File: src/rtl/gate_sweep_controller_if.sv
// rtl/gate_sweep_controller_if.sv - sweep controller <-> gate/host signal bundle
interface gate_sweep_controller_if #(
    parameter int N_IN = 2
);
    logic            start;
    logic [N_IN-1:0] dut_in;
    logic            dut_out;
    logic            busy;
    logic            done;
    logic            pass;
    logic [N_IN:0]   fail_cnt;
    logic [N_IN-1:0] first_fail_vec;

    modport master (
        input  start, dut_out,
        output dut_in, busy, done, pass, fail_cnt, first_fail_vec
    );

    modport slave (
        output start, dut_out,
        input  dut_in, busy, done, pass, fail_cnt, first_fail_vec
    );
endinterface

File: src/rtl/gate_sweep_controller.sv
// rtl/gate_sweep_controller.sv - exhaustive truth-table sweep of an N-input gate
// Optional GATE_SWEEP_STOP_ON_FAIL_EN: end the sweep at the first mismatching vector.
module gate_sweep_controller #(
    parameter int                N_IN   = 2,
    parameter int                SETTLE = 2,
    parameter logic [2**N_IN-1:0] EXPECT = 4'b1000
) (
    input  logic                   clk,
    input  logic                   rst,
    gate_sweep_controller_if.master bus
);
    typedef enum logic [2:0] {S_IDLE, S_APPLY, S_WAIT, S_CHECK, S_DONE} state_t;

    localparam int              CW          = (SETTLE > 1) ? $clog2(SETTLE) : 1;
    localparam logic [CW-1:0]   SETTLE_LOAD = CW'(SETTLE - 1);
    localparam logic [N_IN:0]   ONE         = (N_IN+1)'(1);
    localparam logic [N_IN:0]   LAST_VEC    = (N_IN+1)'((1 << N_IN) - 1);

    state_t          state_q, state_d;
    logic [N_IN:0]   vec_q, vec_d;
    logic [CW-1:0]   cnt_q, cnt_d;
    logic [N_IN-1:0] dut_in_q, dut_in_d;
    logic            busy_q, busy_d;
    logic            done_q, done_d;
    logic            pass_q, pass_d;
    logic [N_IN:0]   fail_cnt_q, fail_cnt_d;
    logic [N_IN-1:0] ffv_q, ffv_d;
    logic            mismatch;
    logic            sweep_end;

    assign mismatch = (bus.dut_out != EXPECT[vec_q[N_IN-1:0]]);

    always_comb begin
        state_d    = state_q;
        vec_d      = vec_q;
        cnt_d      = cnt_q;
        dut_in_d   = dut_in_q;
        busy_d     = busy_q;
        done_d     = 1'b0;
        pass_d     = pass_q;
        fail_cnt_d = fail_cnt_q;
        ffv_d      = ffv_q;
        sweep_end  = 1'b0;

        case (state_q)
            S_IDLE: begin
                dut_in_d = '0;
                if (bus.start) begin
                    state_d    = S_APPLY;
                    vec_d      = '0;
                    fail_cnt_d = '0;
                    ffv_d      = '0;
                    pass_d     = 1'b0;
                    busy_d     = 1'b1;
                end
            end
            S_APPLY: begin
                dut_in_d = vec_q[N_IN-1:0];
                cnt_d    = SETTLE_LOAD;
                state_d  = S_WAIT;
            end
            S_WAIT: begin
                if (cnt_q == '0) begin
                    state_d = S_CHECK;
                end else begin
                    cnt_d = cnt_q - 1'b1;
                end
            end
            S_CHECK: begin
                if (mismatch) begin
                    fail_cnt_d = fail_cnt_q + ONE;
                    if (fail_cnt_q == '0) begin
                        ffv_d = vec_q[N_IN-1:0];
                    end
                end
                sweep_end = (vec_q == LAST_VEC);
`ifdef GATE_SWEEP_STOP_ON_FAIL_EN
                sweep_end = sweep_end || mismatch;
`endif
                // pass reflects this cycle's increment so DONE reports the final verdict
                if (sweep_end) begin
                    state_d = S_DONE;
                    done_d  = 1'b1;
                    pass_d  = (fail_cnt_d == '0);
                end else begin
                    vec_d   = vec_q + ONE;
                    state_d = S_APPLY;
                end
            end
            S_DONE: begin
                dut_in_d = '0;
                busy_d   = 1'b0;
                state_d  = S_IDLE;
            end
            default: begin
                state_d = S_IDLE;
            end
        endcase
    end

    always_ff @(posedge clk or posedge rst) begin
        if (rst) begin
            state_q    <= S_IDLE;
            vec_q      <= '0;
            cnt_q      <= '0;
            dut_in_q   <= '0;
            busy_q     <= 1'b0;
            done_q     <= 1'b0;
            pass_q     <= 1'b0;
            fail_cnt_q <= '0;
            ffv_q      <= '0;
        end else begin
            state_q    <= state_d;
            vec_q      <= vec_d;
            cnt_q      <= cnt_d;
            dut_in_q   <= dut_in_d;
            busy_q     <= busy_d;
            done_q     <= done_d;
            pass_q     <= pass_d;
            fail_cnt_q <= fail_cnt_d;
            ffv_q      <= ffv_d;
        end
    end

    assign bus.dut_in         = dut_in_q;
    assign bus.busy           = busy_q;
    assign bus.done           = done_q;
    assign bus.pass           = pass_q;
    assign bus.fail_cnt       = fail_cnt_q;
    assign bus.first_fail_vec = ffv_q;
endmodule

File: src/flat_wrapper.sv
// flat-port wrapper written by rule: the top's interface ports become plain ports
module gate_sweep_controller_flat 
#(
    parameter int                N_IN   = 2,
    parameter int                SETTLE = 2,
    parameter logic [2**N_IN-1:0] EXPECT = 4'b1000
)
  (clk, rst, bus_start, bus_dut_out, bus_dut_in, bus_busy, bus_done, bus_pass, bus_fail_cnt, bus_first_fail_vec);
  gate_sweep_controller_if #(.N_IN(N_IN)) bus_i ();
  input  logic clk;
  input  logic rst;
  input wire logic [$bits(bus_i.start)-1:0] bus_start;
  input wire logic [$bits(bus_i.dut_out)-1:0] bus_dut_out;
  output wire logic [$bits(bus_i.dut_in)-1:0] bus_dut_in;
  output wire logic [$bits(bus_i.busy)-1:0] bus_busy;
  output wire logic [$bits(bus_i.done)-1:0] bus_done;
  output wire logic [$bits(bus_i.pass)-1:0] bus_pass;
  output wire logic [$bits(bus_i.fail_cnt)-1:0] bus_fail_cnt;
  output wire logic [$bits(bus_i.first_fail_vec)-1:0] bus_first_fail_vec;
  assign bus_i.start = bus_start;
  assign bus_i.dut_out = bus_dut_out;
  assign bus_dut_in = bus_i.dut_in;
  assign bus_busy = bus_i.busy;
  assign bus_done = bus_i.done;
  assign bus_pass = bus_i.pass;
  assign bus_fail_cnt = bus_i.fail_cnt;
  assign bus_first_fail_vec = bus_i.first_fail_vec;
  gate_sweep_controller #(.N_IN(N_IN), .SETTLE(SETTLE), .EXPECT(EXPECT)) u_core (.clk(clk), .rst(rst), .bus(bus_i));
endmodule
File: config.mk
export PLATFORM = sky130hd
export DESIGN_NAME = gate_sweep_controller_flat
export DESIGN_NICKNAME = d
export VERILOG_FILES = /design/src/rtl/gate_sweep_controller_if.sv /design/src/rtl/gate_sweep_controller.sv /design/src/flat_wrapper.sv
export SDC_FILE = /design/constraint.sdc
export NUM_CORES = 1
export LEC_CHECK = 0
export CAP_MARGIN = 10
export CORE_ASPECT_RATIO = 1.4
export CORE_UTILIZATION = 41
export DETAILED_ROUTE_END_ITERATION = 8
export PLACE_DENSITY_LB_ADDON = 0.1
export SLEW_MARGIN = 10
export SYNTH_ARGS = -nofsm -noshare
export SYNTH_HDL_FRONTEND = slang
export SYNTH_SLANG_ARGS = --single-unit
File: constraint.sdc
create_clock -name clk -period 1.9 [get_ports clk]
set_clock_uncertainty 0.05 [all_clocks]
set_input_delay 0.38 -clock clk [delete_from_list [all_inputs] [get_ports clk]]
set_output_delay 0.38 -clock clk [all_outputs]
set_load 0.03 [all_outputs]
==> impl_metrics.yaml, run 1 <==
yosys:
  synth_cells: 88
  avgSynthCellArea_um2: 10.31
  syn_nets: 97
  ys_ff_latch: 17
  synth_cell_types: 31
  syn_area_um2: 907.1
  seq_area_frac_synth_pct: 46.90
  yosys_warnings: 0
worst_setup_path:
  startpoint_type: "flip-flop"
  reg2reg_slack_ps: 240
  cp_cell_sequence: "clkdlybuf4s50_1"
  cp_data_arrival_time_ps: 1340
  critical-path-slowest-cell: "clkdlybuf4s50_1"
  cp-end-kind: "primary output"
  crit_cells: 1
  startpoint: "u_core.bus.dut_in[0]"
  cp_num_buf_inv: 1
  r2r_cells: 5
  worst-path-max-fanout: 3
  timing.rr.end: "u_core.bus.pass"
  crit_family: "buffers and inverters"
  criticalPathCategory: "reg -> out"
  critPathMaxStageDelay_ps: 680
  r2r-start: "u_core.bus.fail_cnt[0]"
  cp-endpoint: "bus_dut_in[0]"
  required_ps: 1470
clock_network:
  cts_num_sinks: 17
  h-tree-depth: 1
  cts_hold_buf: 0
  cts_tree: "built"
  cts_made_buffers: 3
  post_cts_buffers: 0
  clockBufferDepth: 2
  clock_latency_ps: 290
  ctsRootBufferMaster: "clkbuf_4"
  clkTransAtPathRegs_ps: 100
route:
  vias: 699
  wl_per_cell_um: 13.73
  ant_nets: 0
  vias_per_cell: 5.461
  drt_iter0_drc: 9
  drt_wl_total_mm: 1.757
  drt_pass1_iterations: 3
  drc_errors: 0
layout:
  mostFrequentLayoutCells: "17 x dfrtp_1, 10 x nand2_1, 10 x clkdlybuf4s50_1"
  final_nets: 117
  fillers: 191
  final_common_cell: "dfrtp_1"
  finish.utilization_pct: 55.11
  syn_to_final_growth_pct: 22.76
  diodes: 0
  drive_gt1_share_pct: 11.21
sta:
  setup_tns_ps: 0
  setup_viol: 0
  timing.final.max_slew_violations: 0
  fin_crit_ps: 1773
  min_period_over_period_pct: 93.34
  rsz0062_at_grt: "false"
  worstMarginPinSlew_ps: 355.3
  slew_headroom_pct: 75.70
  hold_slack_ps: 336.0
  max_freq_mhz: 563.9
  finalHoldViolations: 0
placement:
  hpwl_mm: 1.348
  port-buffer-count: 13
  gp_congestion: 0.7641
global_route:
  grt_pass1_vias: 671
  grt_pass1_wl_mm: 3.174
  grt_overflow_total: 0
  grt_usage_pct: 17.41
  antenna_found_initial: 0
  grt_max_degree: 18
min_path:
  hold_class: "in -> async"
power_and_ir_drop:
  peakVddDrop_mv: 0.8081
  power.leakage_nw: 0.5979
  cellPowerDensity_mw_per_mm2: 1581
die:
  die_w_um: 41.76
  rows: 19
  core_mm2: 0.002021
  pin_count: 14
  die_h_um: 57.66
  dieArea_mm2: 0.002407
  start_util_pct: 44.89
outcome:
  status: "finished clean"
job:
  drv_cap: 0
==> synthesized netlist by cell type (all sizes together) <==
cell type / number / area (um2)
a2111oi: 1 / 8.760
a21o: 2 / 15.01
a21oi: 4 / 20.02
a22o: 3 / 26.28
a31oi: 1 / 6.260
a32o: 2 / 20.02
and2: 1 / 6.260
and3: 1 / 6.260
and3b: 1 / 8.760
buf: 3 / 21.27
dfrtp: 17 / 425.4
ha: 5 / 62.56
inv: 9 / 33.78
mux2i: 3 / 30.03
nand2: 11 / 43.80
nand3: 1 / 5.000
nand3b: 1 / 11.26
nor2: 5 / 18.77
nor2b: 2 / 12.51
nor3: 1 / 5.000
nor3b: 1 / 12.51
o211a: 1 / 10.01
o21ai: 3 / 15.01
o22a: 1 / 8.760
o31ai: 1 / 7.510
or4b: 1 / 13.76
xnor2: 3 / 26.28
xor2: 3 / 26.28
==> sequential cells by signal (all words and copies together), names as in the netlist <==
signal,flops
u_core.bus.first_fail_vec,2
u_core.bus.pass,1
u_core.vec_q,3
u_core.bus.dut_in,2
u_core.state_q,3
u_core.bus.done,1
u_core.bus.fail_cnt,3
u_core.cnt_q,1
u_core.bus.busy,1
==> per-layer routing <==
metal	track usage (%)	routed length, um	up-vias
met5	0	0	-
li1	-	-	341
met3	1.869	40	4
met4	10.60	35	0
met2	28.35	909	9
met1	22.20	772	345
==> cell type report <==
cell class                 instances  area (um2)  share of cell area, %
multi-input combinational         59       426.7                  38.31
inverter                           9       33.78                  3.034
tap                               21       26.28                  2.360
sequential                        17       425.4                  38.20
timing repair buffer              18       175.2                  15.73
clock buffer                       4       26.28                  2.360
==> report_power, final <==
| part | internal [W] | switching [W] |
|---|---|---|
| logic | 0.000423 | 0.000503 |
| clock network | 0.0000817 | 0.000110 |
| registers | 0.000499 | 0.000144 |
| total | 0.00100 | 0.000757 |
==> metrics by stage <==
stage / cell area [um2] / total power (W) / setup WS (ps) / std cells
finish: 1114 / 0.001761 / 126.5 / 128
global route: 1114 / 0.001914 / 3.992 / 128
CTS: 1106 / 0.001794 / 6.510 / 128
detailed placement: 1080 / 0.001592 / 1.329 / 124
global placement: 1080 / 0.001571 / 29.09 / 124
floorplan: 907.1 / 0.001283 / 200.8 / 88
==> kinds of logic after synthesis <==
| kind of cell | count (synthesis) | synth area share [%] |
|---|---|---|
| xor gates and xnor gates | 6 | 5.794 |
| DFF | 17 | 46.90 |
| buffers and inverters | 12 | 6.069 |
| muxes | 3 | 3.310 |
| adders and majority gates | 5 | 6.897 |
| AOI/OAI and AO/OA | 19 | 15.17 |
| and+or+nand+nor | 26 | 15.86 |
==> how the worst min path moves through the flow <==
stage,cells after the start,to
final,3,u_core.bus.done
after global routing,3,u_core.bus.fail_cnt[2]
after CTS,3,u_core.bus.pass
after detailed placement,1,u_core.bus.dut_in[1]
after global placement,1,u_core.vec_q[2]
after floorplan,1,u_core.bus.busy
==> what timing repair did <==
item                                   CTS  global route
setup endpoints to repair                0             3
endpoints found under the hold margin    0             0
gates resized for setup                  0             3
Note: power is estimated with default switching activity, not from simulation.
==> run 2, diff against run 1 <==
GPL_ROUTABILITY_DRIVEN = 0   (was default)
GPL_TIMING_DRIVEN = 0   (was default)
SLEW_MARGIN = 40   (was 10)
==> run 2 against run 1 <==
Against the previous run: register-to-register slack hardly changed; core utilization shrank 0.93 points; total power is 1.3% lower; maximum frequency down 3.7%; sequential power fell by 6.1%; sequential share of layout area grew 0.65 points; critical path type unchanged.
==> impl_metrics.yaml, run 2 (synthesis gave the netlist of run 1 again) <==
layout:
  register_area_um2: 425.4
  final_area_mm2: 0.001095
  drive_gt1_share_pct: 9.524
  fillers: 193
  diodes: 0
  instances_no_fill: 126
  final_common_cell: "dfrtp_1"
  mostFrequentLayoutCells: "17 x dfrtp_1, 11 x clkdlybuf4s50_1, 10 x nand2_1"
  syn_to_final_growth_pct: 20.69
  final_nets: 115
  multi_input_area_um2: 426.7
worst_setup_path:
  cp-end-kind: "primary output"
  startpoint_type: "flip-flop"
  required_ps: 1470
  cp_num_buf_inv: 1
  cp_data_arrival_time_ps: 1410
  critPathMaxStageDelay_ps: 690
  critical-path-slowest-cell: "clkdlybuf4s50_1"
  worst-path-max-fanout: 6
  cp_cell_sequence: "clkdlybuf4s50_1"
  criticalPathCategory: "reg -> out"
  crit_family: "buffers and inverters"
power_and_ir_drop:
  swShare_pct: 42.81
  peakVddDrop_mv: 0.7146
  p_int_w: 0.0009942
  cellPowerDensity_mw_per_mm2: 1588
  pwr-share-seq_pct: 34.7
  p_comb_share_pct: 54.5
  power.leakage_nw: 0.5718
  p_sw_w: 0.0007443
  clkPwrFrac_pct: 10.8
die:
  core_mm2: 0.002021
  start_util_pct: 44.89
  die_w_um: 41.76
  die_h_um: 57.66
  dieArea_mm2: 0.002407
  pin_count: 14
  rows: 19
sta:
  min_period_over_period_pct: 96.96
  fin_crit_ps: 1842
  rsz0062_at_grt: "false"
  timing.final.max_slew_violations: 0
  max_freq_mhz: 542.8
  setup_viol: 0
  setup_tns_ps: 0
  finalHoldViolations: 0
  worstMarginPinSlew_ps: 667.9
  slew_headroom_pct: 55.43
  hold_slack_ps: 431.4
global_route:
  grt_pass1_vias: 681
  globalRouteMet3Util_pct: 1.869
  met1_usage_pct: 19.35
  grt_usage_pct: 15.59
  antenna_found_initial: 0
  grt_pass1_wl_mm: 2.863
  grt_max_degree: 18
  grt_busiest_layer: "met2"
  grt_overflow_total: 0
  grt_util_met2_pct: 25.67
clock_network:
  h-tree-depth: 1
  ctsRootBufferMaster: "clkbuf_4"
  cts_tree: "built"
  clock_latency_ps: 290
  clockBufferDepth: 2
  cts_made_buffers: 3
  cts_num_sinks: 17
  clkTransAtPathRegs_ps: 90
route:
  vias_per_cell: 5.310
  ant_nets: 0
  drt_iter0_drc: 10
  vias: 669
  drt_wl_total_mm: 1.614
  drt_pass1_iterations: 4
  drc_errors: 0
  wl_per_cell_um: 12.81
placement:
  placed_area_mm2: 0.001064
  port-buffer-count: 13
  hpwl_mm: 1.225
  dp.cells: 122
outcome:
  status: "finished clean"
job:
  drv_cap: 0
min_path:
  hold_class: "in -> async"
[run 2: per-stage QoR]
stage / utilization [%] / total power [W] / setup WS, ps
4_1_cts: 53.93 / 0.001766 / 19.96
6_report: 54.18 / 0.001739 / 57.83
2_1_floorplan: - / 0.001283 / 200.8
3_3_place_gp: 52.63 / 0.001557 / -54.28
5_1_grt: 54.18 / 0.001896 / 0.3425
3_5_place_dp: 52.63 / 0.001570 / -70.78
[run 2: repair_timing]
| item | 4_1_cts | 5_1_grt |
|---|---|---|
| setup endpoints to repair | 0 | 2 |
| endpoints found under the hold margin | 0 | 0 |
| hold buffers | 0 | 0 |
| gates resized for setup | 0 | 2 |
| buffers inserted | 0 | 0 |
[run 2: area by class of cell]
cell class / instances / area share [%]
Multi-Input combinational cell: 59 / 38.97
Inverter: 9 / 3.086
Tap cell: 21 / 2.400
Sequential cell: 17 / 38.86
Buffer: 3 / 1.943
Timing Repair Buffer: 13 / 12.34
Clock buffer: 4 / 2.400
[run 2: power groups by stage]
stage,Combinational (W),Clock [W],Sequential [W]
final,0.000947,0.000188,0.000604
after global routing,0.00106,0.000210,0.000627
after CTS,0.000956,0.000201,0.000609
after detailed placement,0.000954,0,0.000616
after global placement,0.000945,0,0.000612
after floorplan,0.000535,0,0.000748
[run 2: routing by layer]
metal,share of wire [%],vias to the layer above
li1,-,334
met1,46,318
met2,48,11
met3,2.4,6
met4,3.3,0
met5,0,-
[run 2: final timing paths]
kind,start,endpoint,slack [ps],depth (start not counted)
min in group clk,u_core.vec_q[2],u_core.vec_q[2],440,1
max in group asynchronous,rst,u_core.bus.first_fail_vec[1],950,2
hold reg to reg,u_core.vec_q[2],u_core.vec_q[2],440,1
setup reg to reg,u_core.state_q[2],u_core.bus.fail_cnt[1],240,5
setup / recovery,u_core.bus.fail_cnt[1],bus_fail_cnt[1],60,1
hold / removal,rst,u_core.bus.pass,430,2
==> run 3, diff against run 2 <==
GPL_ROUTABILITY_DRIVEN = default   (was 0)
SETUP_SLACK_MARGIN = 0.4   (was default)
==> run 3 against run 2 <==
Against the previous run: clock power increased by 2%; final cell count increased by 6.3%; final area rose by 16%; wire length rose by 18%; sequential power rose by 3%; global-route usage up 2.9 points; critical path depth is 4 higher; combinational power rose by 27%; die area unchanged; critical endpoint is now u_core.bus.fail_cnt[1]; largest cell class unchanged.
==> impl_metrics.yaml, run 3 (synthesis gave the netlist of run 1 again) <==
placement:
  port-buffer-count: 13
  hpwl_mm: 1.263
  place_worst_setup_slack_ps: -54.71
  gp_congestion: 0.7691
clock_network:
  h-tree-depth: 1
  clock_latency_ps: 290
  clkTransAtPathRegs_ps: 90
  cts_tree: "built"
  cts_hold_buf: 0
  cts_num_sinks: 17
  cts_made_buffers: 3
  clockBufferDepth: 2
  ctsRootBufferMaster: "clkbuf_4"
power_and_ir_drop:
  swShare_pct: 43.73
  p_int_w: 0.001132
  power.leakage_nw: 0.6125
  pwr-share-seq_pct: 30.9
  peakVddDrop_mv: 0.8764
  cellPowerDensity_mw_per_mm2: 1590
  p_sw_w: 0.0008793
  p_comb_share_pct: 59.5
  power_w: 0.002011
  clkPwrFrac_pct: 9.6
global_route:
  grt_pass1_vias: 718
  antenna_found_initial: 0
  grt_pass1_wl_mm: 3.263
  grt_max_degree: 18
  grt_overflow_total: 0
  grt_usage_pct: 18.47
worst_setup_path:
  criticalPathCategory: "reg -> reg"
  worst-path-max-fanout: 4
  cp-end-kind: "flip-flop"
  required_ps: 2030
  r2r_cells: 5
  cp_data_arrival_time_ps: 1720
  startpoint_type: "flip-flop"
die:
  die_w_um: 41.76
  pin_count: 14
  rows: 19
  core_mm2: 0.002021
  dieArea_mm2: 0.002407
  die_h_um: 57.66
  start_util_pct: 44.89
route:
  drt_pass1_iterations: 3
  vias_per_cell: 5.179
  ant_nets: 0
  drt_wl_total_mm: 1.899
  drt_iter0_drc: 13
  vias: 694
  drc_errors: 0
  wl_per_cell_um: 14.17
sta:
  hold_slack_ps: 420.1
  finalHoldViolations: 0
  min_period_over_period_pct: 83.59
  rsz0062_at_grt: "true"
  slew_headroom_pct: 56.16
  worstMarginPinSlew_ps: 656.8
  setup_viol: 0
  setup_slack_ps: 311.9
  max_freq_mhz: 629.7
  timing.final.max_slew_violations: 0
  fin_crit_ps: 1588
job:
  drv_cap: 0
outcome:
  status: "finished clean"
layout:
  drive_gt1_share_pct: 38.05
  mostFrequentLayoutCells: "13 x dfrtp_1, 8 x inv_1, 8 x buf_4"
  final_nets: 123
  final_common_cell: "dfrtp_1"
  diodes: 0
  syn_to_final_growth_pct: 39.45
min_path:
  hold_class: "in -> async"
run 3: cell types whose count changed in the layout (fill, tap and decap cells not counted), moves of 4 or more:
cell | previous run | this run
dfrtp_2 | 0 | 4
clkdlybuf4s50_1 | 11 | 1
buf_4 | 0 | 8
dfrtp_1 | 17 | 13
ha_1 | 5 | 1
run 3: worst paths after layout:
check | slack, ps | start | to
max | 310 | u_core.state_q[2] | u_core.bus.fail_cnt[1]
min | 420 | rst | u_core.bus.dut_in[0]
max reg2reg | 310 | u_core.state_q[2] | u_core.bus.fail_cnt[1]
min reg2reg | 450 | u_core.vec_q[2] | u_core.vec_q[2]
max in group asynchronous | 920 | rst | u_core.bus.fail_cnt[1]
min in group clk | 450 | u_core.vec_q[2] | u_core.vec_q[2]
run 3: area by class of cell:
class | count | area [um2]
plain buffers | 3 | 30.03
clock buffers | 4 | 26.28
flip-flops and latches | 17 | 430.4
fillers | 162 | 755.7
well taps | 21 | 26.28
repair buffers | 21 | 175.2
multi-input cells | 59 | 543.0
inverters | 9 | 33.78
run 3: per-stage QoR:
step	instances	TNS (ps)	area [um2]	util, %
detailed placement	122	-157.3	1085	53.68
floorplan	88	0	928.4	-
global placement	122	-134.3	1085	53.68
finish	134	0	1265	62.60
global route	134	0	1265	62.60
CTS	133	0	1217	60.25
run 3: power by group through the flow:
stage               clock network (W)  registers [W]  logic, W
floorplan                           0       0.000751  0.000572
global placement                    0       0.000615  0.000987
detailed placement                  0       0.000625  0.000999
CTS                          0.000203       0.000614   0.00110
global route                 0.000220       0.000642   0.00131
finish                       0.000192       0.000622   0.00120
run 3: repair_timing:
item | 4_1_cts | 5_1_grt
setup buffers | 7 | 1
pin swaps | 8 | 6
setup endpoints to repair | 19 | 15
endpoints found under the hold margin | 0 | 0
gates resized for setup | 32 | 19
run 3: critical path, stage by stage, from the launching register on:
cell,delay [ps]
dfrtp_1,380
buf_6,120
or4b_4,550
nand2_4,100
o21ai_2,60
a32o_1,220
run 3: layer usage:
metal | wire (um) | part of all wire (%) | global-route usage, %
met2 | 985 | 52 | 30.80
met4 | 47 | 2.5 | 11.06
met5 | 0 | 0 | 0
met3 | 42 | 2.2 | 3.738
met1 | 824 | 43 | 21.86
